<file path="src/rtl/univ_register.sv">
// rtl/univ_register.sv - WIDTH-bit universal register: clear, load, shift, rotate, inc/dec
// A registered carry/borrow flag reports wrap-around of the most recent inc/dec.
module univ_register #(
  parameter int               WIDTH   = 8,
  parameter logic [WIDTH-1:0] RST_VAL = '0
) (
  input  logic             clk,
  input  logic             rst,
  input  logic             clr,
  input  logic             en,
  input  logic [2:0]       mode,
  input  logic [WIDTH-1:0] data_in,
  input  logic             ser_in_l,
  input  logic             ser_in_r,
  output logic [WIDTH-1:0] data_out,
  output logic             ser_out_l,
  output logic             ser_out_r,
  output logic             carry,
  output logic             zero
);

  typedef enum logic [2:0] {
    OP_HOLD = 3'b000,
    OP_LOAD = 3'b001,
    OP_SHL  = 3'b010,
    OP_SHR  = 3'b011,
    OP_ROTL = 3'b100,
    OP_ROTR = 3'b101,
    OP_INC  = 3'b110,
    OP_DEC  = 3'b111
  } op_t;

  logic [WIDTH-1:0] next_data;
  logic             next_carry;

  always_comb begin
    next_data  = data_out;
    next_carry = 1'b0;
    case (op_t'(mode))
      OP_HOLD: next_data = data_out;
      OP_LOAD: next_data = data_in;
      OP_SHL:  next_data = {data_out[WIDTH-2:0], ser_in_r};
      OP_SHR:  next_data = {ser_in_l, data_out[WIDTH-1:1]};
      OP_ROTL: next_data = {data_out[WIDTH-2:0], data_out[WIDTH-1]};
      OP_ROTR: next_data = {data_out[0], data_out[WIDTH-1:1]};
      OP_INC: begin
        next_data  = data_out + 1'b1;
        next_carry = &data_out;
      end
      OP_DEC: begin
        next_data  = data_out - 1'b1;
        next_carry = ~|data_out;
      end
      default: next_data = data_out;
    endcase
  end

  // en=0 is the only path that retains carry; every enabled mode rewrites it.
  always_ff @(posedge clk or posedge rst) begin
    if (rst) begin
      data_out <= RST_VAL;
      carry    <= 1'b0;
    end else if (clr) begin
      data_out <= RST_VAL;
      carry    <= 1'b0;
    end else if (en) begin
      data_out <= next_data;
      carry    <= next_carry;
    end
  end

  assign ser_out_l = data_out[WIDTH-1];
  assign ser_out_r = data_out[0];
  assign zero      = ~|data_out;

endmodule

</file>
<file path="config.mk">
export PLATFORM = sky130hd
export DESIGN_NAME = univ_register
export DESIGN_NICKNAME = d
export VERILOG_FILES = /design/src/rtl/univ_register.sv
export SDC_FILE = /design/constraint.sdc
export NUM_CORES = 1
export LEC_CHECK = 0
export ABC_AREA = 1
export CORE_MARGIN = 3
export CORE_UTILIZATION = 48
export CTS_CLUSTER_DIAMETER = 120
export CTS_CLUSTER_SIZE = 14
export DETAILED_ROUTE_END_ITERATION = 10
export GPL_TIMING_DRIVEN = 0
export HOLD_SLACK_MARGIN = 0.15
export PLACE_DENSITY = 0.79
export SLEW_MARGIN = 25
export SYNTH_ARGS = -nofsm -noshare
export SYNTH_HDL_FRONTEND = slang
export SYNTH_SLANG_ARGS = --single-unit
</file>
<file path="constraint.sdc">
create_clock -name clk -period 1.65 [get_ports clk]
set_input_delay 0.165 -clock clk [delete_from_list [all_inputs] [get_ports clk]]
set_output_delay 0.165 -clock clk [all_outputs]
set_load 0.01 [all_outputs]
</file>
# After elaboration in Yosys (flattened, before gate mapping)
# Cells that the tools add are included.
[word_totals]
reg_bits = 9
in_bits = 17
output_inout_bits = 12
elab_cells = 24
[classes]
n_addsub = 2
n_eq_ne = 8
n_mux = 6
n_reduce_logical = 6
[op_table]
columns = ["cell", "n"]
rows = [
  ["one-hot mux 8 bit (7 select lines)", 1],
  ["two-way mux 8 bit", 2],
  ["== test 3 bit (second input constant)", 4],
  ["adder 8 x 1 -> 8 bit (second input constant)", 1],
  ["AND reduction 8 bit", 1],
  ["OR reduction 8 bit", 1],
  ["subtractor 8 x 1 -> 8 bit (second input constant)", 1],
  ["== test 3 x 2 -> 1 bit (second input constant)", 2],
  ["== test 3 x 1 -> 1 bit (second input constant)", 1],
  ["zero test 3 bit", 1],
  ["two-way mux 1 bit", 2],
  ["inequality test 2 bit (second input constant)", 1],
  ["one-hot mux 1 bit (2 select lines)", 1],
  ["AND reduction 2 bit", 1],
  ["nonzero test 2 bit", 1],
  ["zero test 1 bit", 1],
]

# Logic depth before layout (Yosys ltp)
[logic_depth]
ltp_word = 5
ltp_mapped = 17
mapped_depth_nobuf = 16

# Least setup slack after synthesis
# No wires, ideal clock.
[synth_timing]
path_type = "register to register"
startpoint = "register data_out[1]"
endpoint = "register data_out[6]"
setup_ps = 116
arrival_time_ps = 1458
required_ps = 1534
path_slack_ps = 75
stages_incl_launch_ff = 15
n_path_buf = 0
period_less_slack_ps = 1575
path_cell_list = "dfrtp_1 > nand4_1 > nand2_1 > inv_1 > ha_1 > inv_1 > nand2_1 > nand3_1 > nor2_1 > nand2_1 > nand3_1 > nand3_1 > nand2_1 > nand2_1 > nand2_1"
[synth_between]
elab_chain_cells = 4
word_cells_on_any_way = 5
cone_classes = "add/sub: 2; mux: 3"
[synth_lines]
columns = ["element", "line_no", "text"]
rows = [
  ["from (decl)", "15", "output logic [WIDTH-1:0] data_out,"],
  ["from (signal assigned)", "67", "data_out <= next_data;"],
  ["subtractor 8 x 1 -> 8 bit or adder 8 x 1 -> 8 bit (tied branches)", "51, 47", ""],
  ["one-hot mux 8 bit (7 select lines) (*)", "39", "case (op_t'(mode))"],
  ["two-way mux 8 bit (*)", "66", "end else if (en) begin"],
  ["two-way mux 8 bit (*)", "63", "end else if (clr) begin"],
]
# Every way passes the cells marked *; elsewhere a longest branch is shown, timed or not. The select of a mux whose other input is x is not followed.
# A chain may end at the register's enable or synchronous reset.

# Final worst setup path
# Ends and elaborated chain as after synthesis.

==> run_results.csv <==
group,metric,value,unit
outcome,status,"finished with violations",
outcome,violations,"setup timing",
clocking,insertion_delay,270,ps
logic_synthesis,ys_seq_elements,9,
layout,area_delta_synth_final,47.8,%
power,p_per_area,514,nW/um2
drt,wl_per_cell,13.7,um
global_routing,grt_pass1_vias,1224,
die,core_area,2040,um2
drt,via_count,1399,
clocking,cts_tree,"built",
drt,finalWirelength,3470,um
die,start_util,0.532,
global_routing,grt-ovfl-total,0,
logic_synthesis,syn_nets,197,
layout,fin_nets,245,
power,swShare,0.379,
die,pin_count,29,
power,p_comb_frac,0.479,
sta,setup_ws,-47.4,ps
setup_path,reg2reg_depth,15,
die,die_h,53.6,um
layout,utilization,0.786,
logic_synthesis,ys_seq_area_frac,0.207,
clocking,clockBufferDepth,2,
drt,via_per_inst,5.53,
drt,initialDrtViolationCount,51,
sta,skew,4.48,ps
sta,post-route-min-period,1700,ps
logic_synthesis,ys.warnings.count,0,
logic_synthesis,syn_area,1090,um2
sta,fin_tns_setup,-65.7,ps
worst_hold_path,hp-class,"in2async",
clocking,cts_buffers,3,
logic_synthesis,syn_inst,179,
placement,place_inst,233,
setup_path,regToRegStartpoint,"data_out[1]",
logic_synthesis,synth_area_per_cell,6.07,um2
sta,maxSlewHeadroom,0.717,
clocking,htreeDepth,1,
placement,post-place-ws,-537,ps
layout,drive_above_1_share,0.288,
clocking,clk_pin_slew,60,ps
sta,rsz0062_at_grt,"yes",
die,die_w,53.6,um
global_routing,grt_pass1_wl,5300,um
die,rows,16,
layout,final-instance-count-excl-fill,253,
setup_path,rrSetupSlack,-50,ps
drt,first_pass_iters,4,
placement,routabilityCongestion,0.918,
power,leakage,0.806,nW
sta,setup_violations,2,
global_routing,track_usage,0.251,
setup_path,critPathLaunchType,"register",
setup_path,rr_endpoint,"data_out[6]",
clocking,cts.sinks,9,
power,pwr-share-clk,0.210,
power,peakVddDrop,0.000475,V
sta,worstMarginPinSlew,425,ps
placement,dp_hpwl,2400,um
sta,report.final.slew_viol_count,0,
drt,ant_nets,0,
sta,max_freq,0.589,GHz
setup_path,worstPathMaxFanout,4,
setup_path,crit_required,1810,ps
layout,antenna_cells,0,
die,dieArea,2870,um2
job,maxCapViolations,0,
sta,finalCritPeriodShare,1.03,
power,power.internal,513,uW
setup_path,end_kind,"register",
placement,port-buffer-count,27,
clocking,root_buffer,"clkbuf_4",
power,power,826,uW
power,pwr-share-seq,0.311,
global_routing,grt_max_degree,11,
global_routing,antenna_found_initial,0,
logic_synthesis,synth_cell_types,30,
drt,drc,0,
sta,hold_viol,0,
power,p_sw,313,uW
setup_path,crit_type,"reg2reg",
clocking,cts_hold_buf,0,
setup_path,arrival,1860,ps
## Yosys cell counts, drive strengths merged
cell / count / area [um2]
a221oi: 4 / 35.0
o21bai: 1 / 18.8
inv: 32 / 120
a21oi: 3 / 15.0
nor2: 10 / 47.6
o221ai: 1 / 8.76
nor4: 3 / 18.8
o211ai: 3 / 22.5
dfrtp: 9 / 225
ha: 1 / 12.5
nand3: 17 / 90.1
a31oi: 1 / 6.26
o31ai: 1 / 7.51
o22ai: 2 / 12.5
nand2: 68 / 305
nand4: 2 / 12.5
o211a: 1 / 10.0
o21ai: 14 / 73.8
buf: 5 / 36.3
a211oi: 1 / 7.51
## per-layer routing
metal | vias to the layer above | GRT usage | routed length (um)
li1 | 683 | - | -
met1 | 634 | 0.311 | 1350
met2 | 72 | 0.431 | 1760
met3 | 10 | 0.0222 | 281
met4 | 0 | 0.128 | 82
met5 | - | 0 | 0
## kinds of logic after synthesis
group | Yosys count | share of synthesized area
fa+ha+maj | 1 | 0.0115
flops | 9 | 0.207
buf+inv | 37 | 0.144
simple gates | 100 | 0.437
compound gates | 32 | 0.200
## power by group through the flow
stage / combinational, mW / sequential, mW / clock [mW]
floorplan: 0.188 / 0.263 / 0
global placement: 0.313 / 0.263 / 0
detailed placement: 0.322 / 0.263 / 0
CTS: 0.359 / 0.255 / 0.180
global route: 0.430 / 0.258 / 0.191
finish: 0.395 / 0.257 / 0.174
## how the worst max path moves through the flow
stage,from,endpoint,slack [ps]
final,data_out[1],data_out[6],-50
after global routing,data_out[1],data_out[6],-140
after CTS,data_out[3],zero,-2
after detailed placement,mode[2],data_out[6],-540
after global placement,mode[2],data_out[6],-460
after floorplan,data_out[1],data_out[6],80
## per-stage QoR
stage / cell area [um2] / hold WS (ps)
floorplan: 1090 / -7.08
global placement: 1390 / 440
detailed placement: 1390 / 466
CTS: 1500 / 173
global route: 1610 / 194
finish: 1610 / 158
## cell type report
type	count	area, um2
Multi-Input combinational cell	133	769
Tap cell	27	33.8
Fill cell	163	437
Clock buffer	4	26.3
Timing Repair Buffer	43	387
Buffer	5	36.3
Inverter	32	123
Sequential cell	9	230
## placed cells by master, fill, tap and decap left out
cell type	synthesis	layout
ha_2	0	1
clkbuf_4	0	3
nor2_4	1	1
a221oi_1	4	4
a31oi_1	1	1
buf_2	2	3
clkbuf_1	0	1
nand3_2	1	2
clkdlybuf4s50_1	0	24
o22ai_1	2	2
o211a_1	1	1
inv_4	0	1
a21oi_1	3	3
nand2_2	5	10
dlygate4sd2_1	0	2
dfrtp_2	0	4
nor2_2	1	2
o21ai_2	1	2
nor2_1	8	7
nand4_1	2	2
dfrtp_1	9	5
o31ai_1	1	1
o21bai_4	1	1
nand3_4	0	2
nor4_1	3	2
nand3_1	16	13
nor4_2	0	1
nand2_1	58	52
inv_2	2	7
o211ai_1	3	3
o21ai_0	10	9
buf_4	2	17
nand2_4	5	6
o21ai_1	3	3
o221ai_1	1	1
buf_6	1	2
a211oi_1	1	1
inv_1	30	24
## worst max-delay path: stages, from the launching register on
cell and delay (ps):
dfrtp_1 420, nand4_1 120, nand2_1 60, inv_1 50
ha_2 160, inv_2 50, nand2_4 60, nand3_4 70
nor2_2 120, nand2_1 80, nand2_1 70, nand2_1 80
nand3_2 70, nand2_1 50, nand2_1 70, nand2_1 40
## repair_timing
item,in CTS,in global routing
buffers inserted,9,8
setup endpoints to repair,6,7
endpoints found under the hold margin,0,0
pin swaps,3,12
resized for setup,18,17
## registers in the layout, indices dropped and copies added (netlist names)
| signal | count |
|---|---|
| carry | 1 |
| data_out | 8 |
No activity file was read; power rests on OpenSTA's default activity.
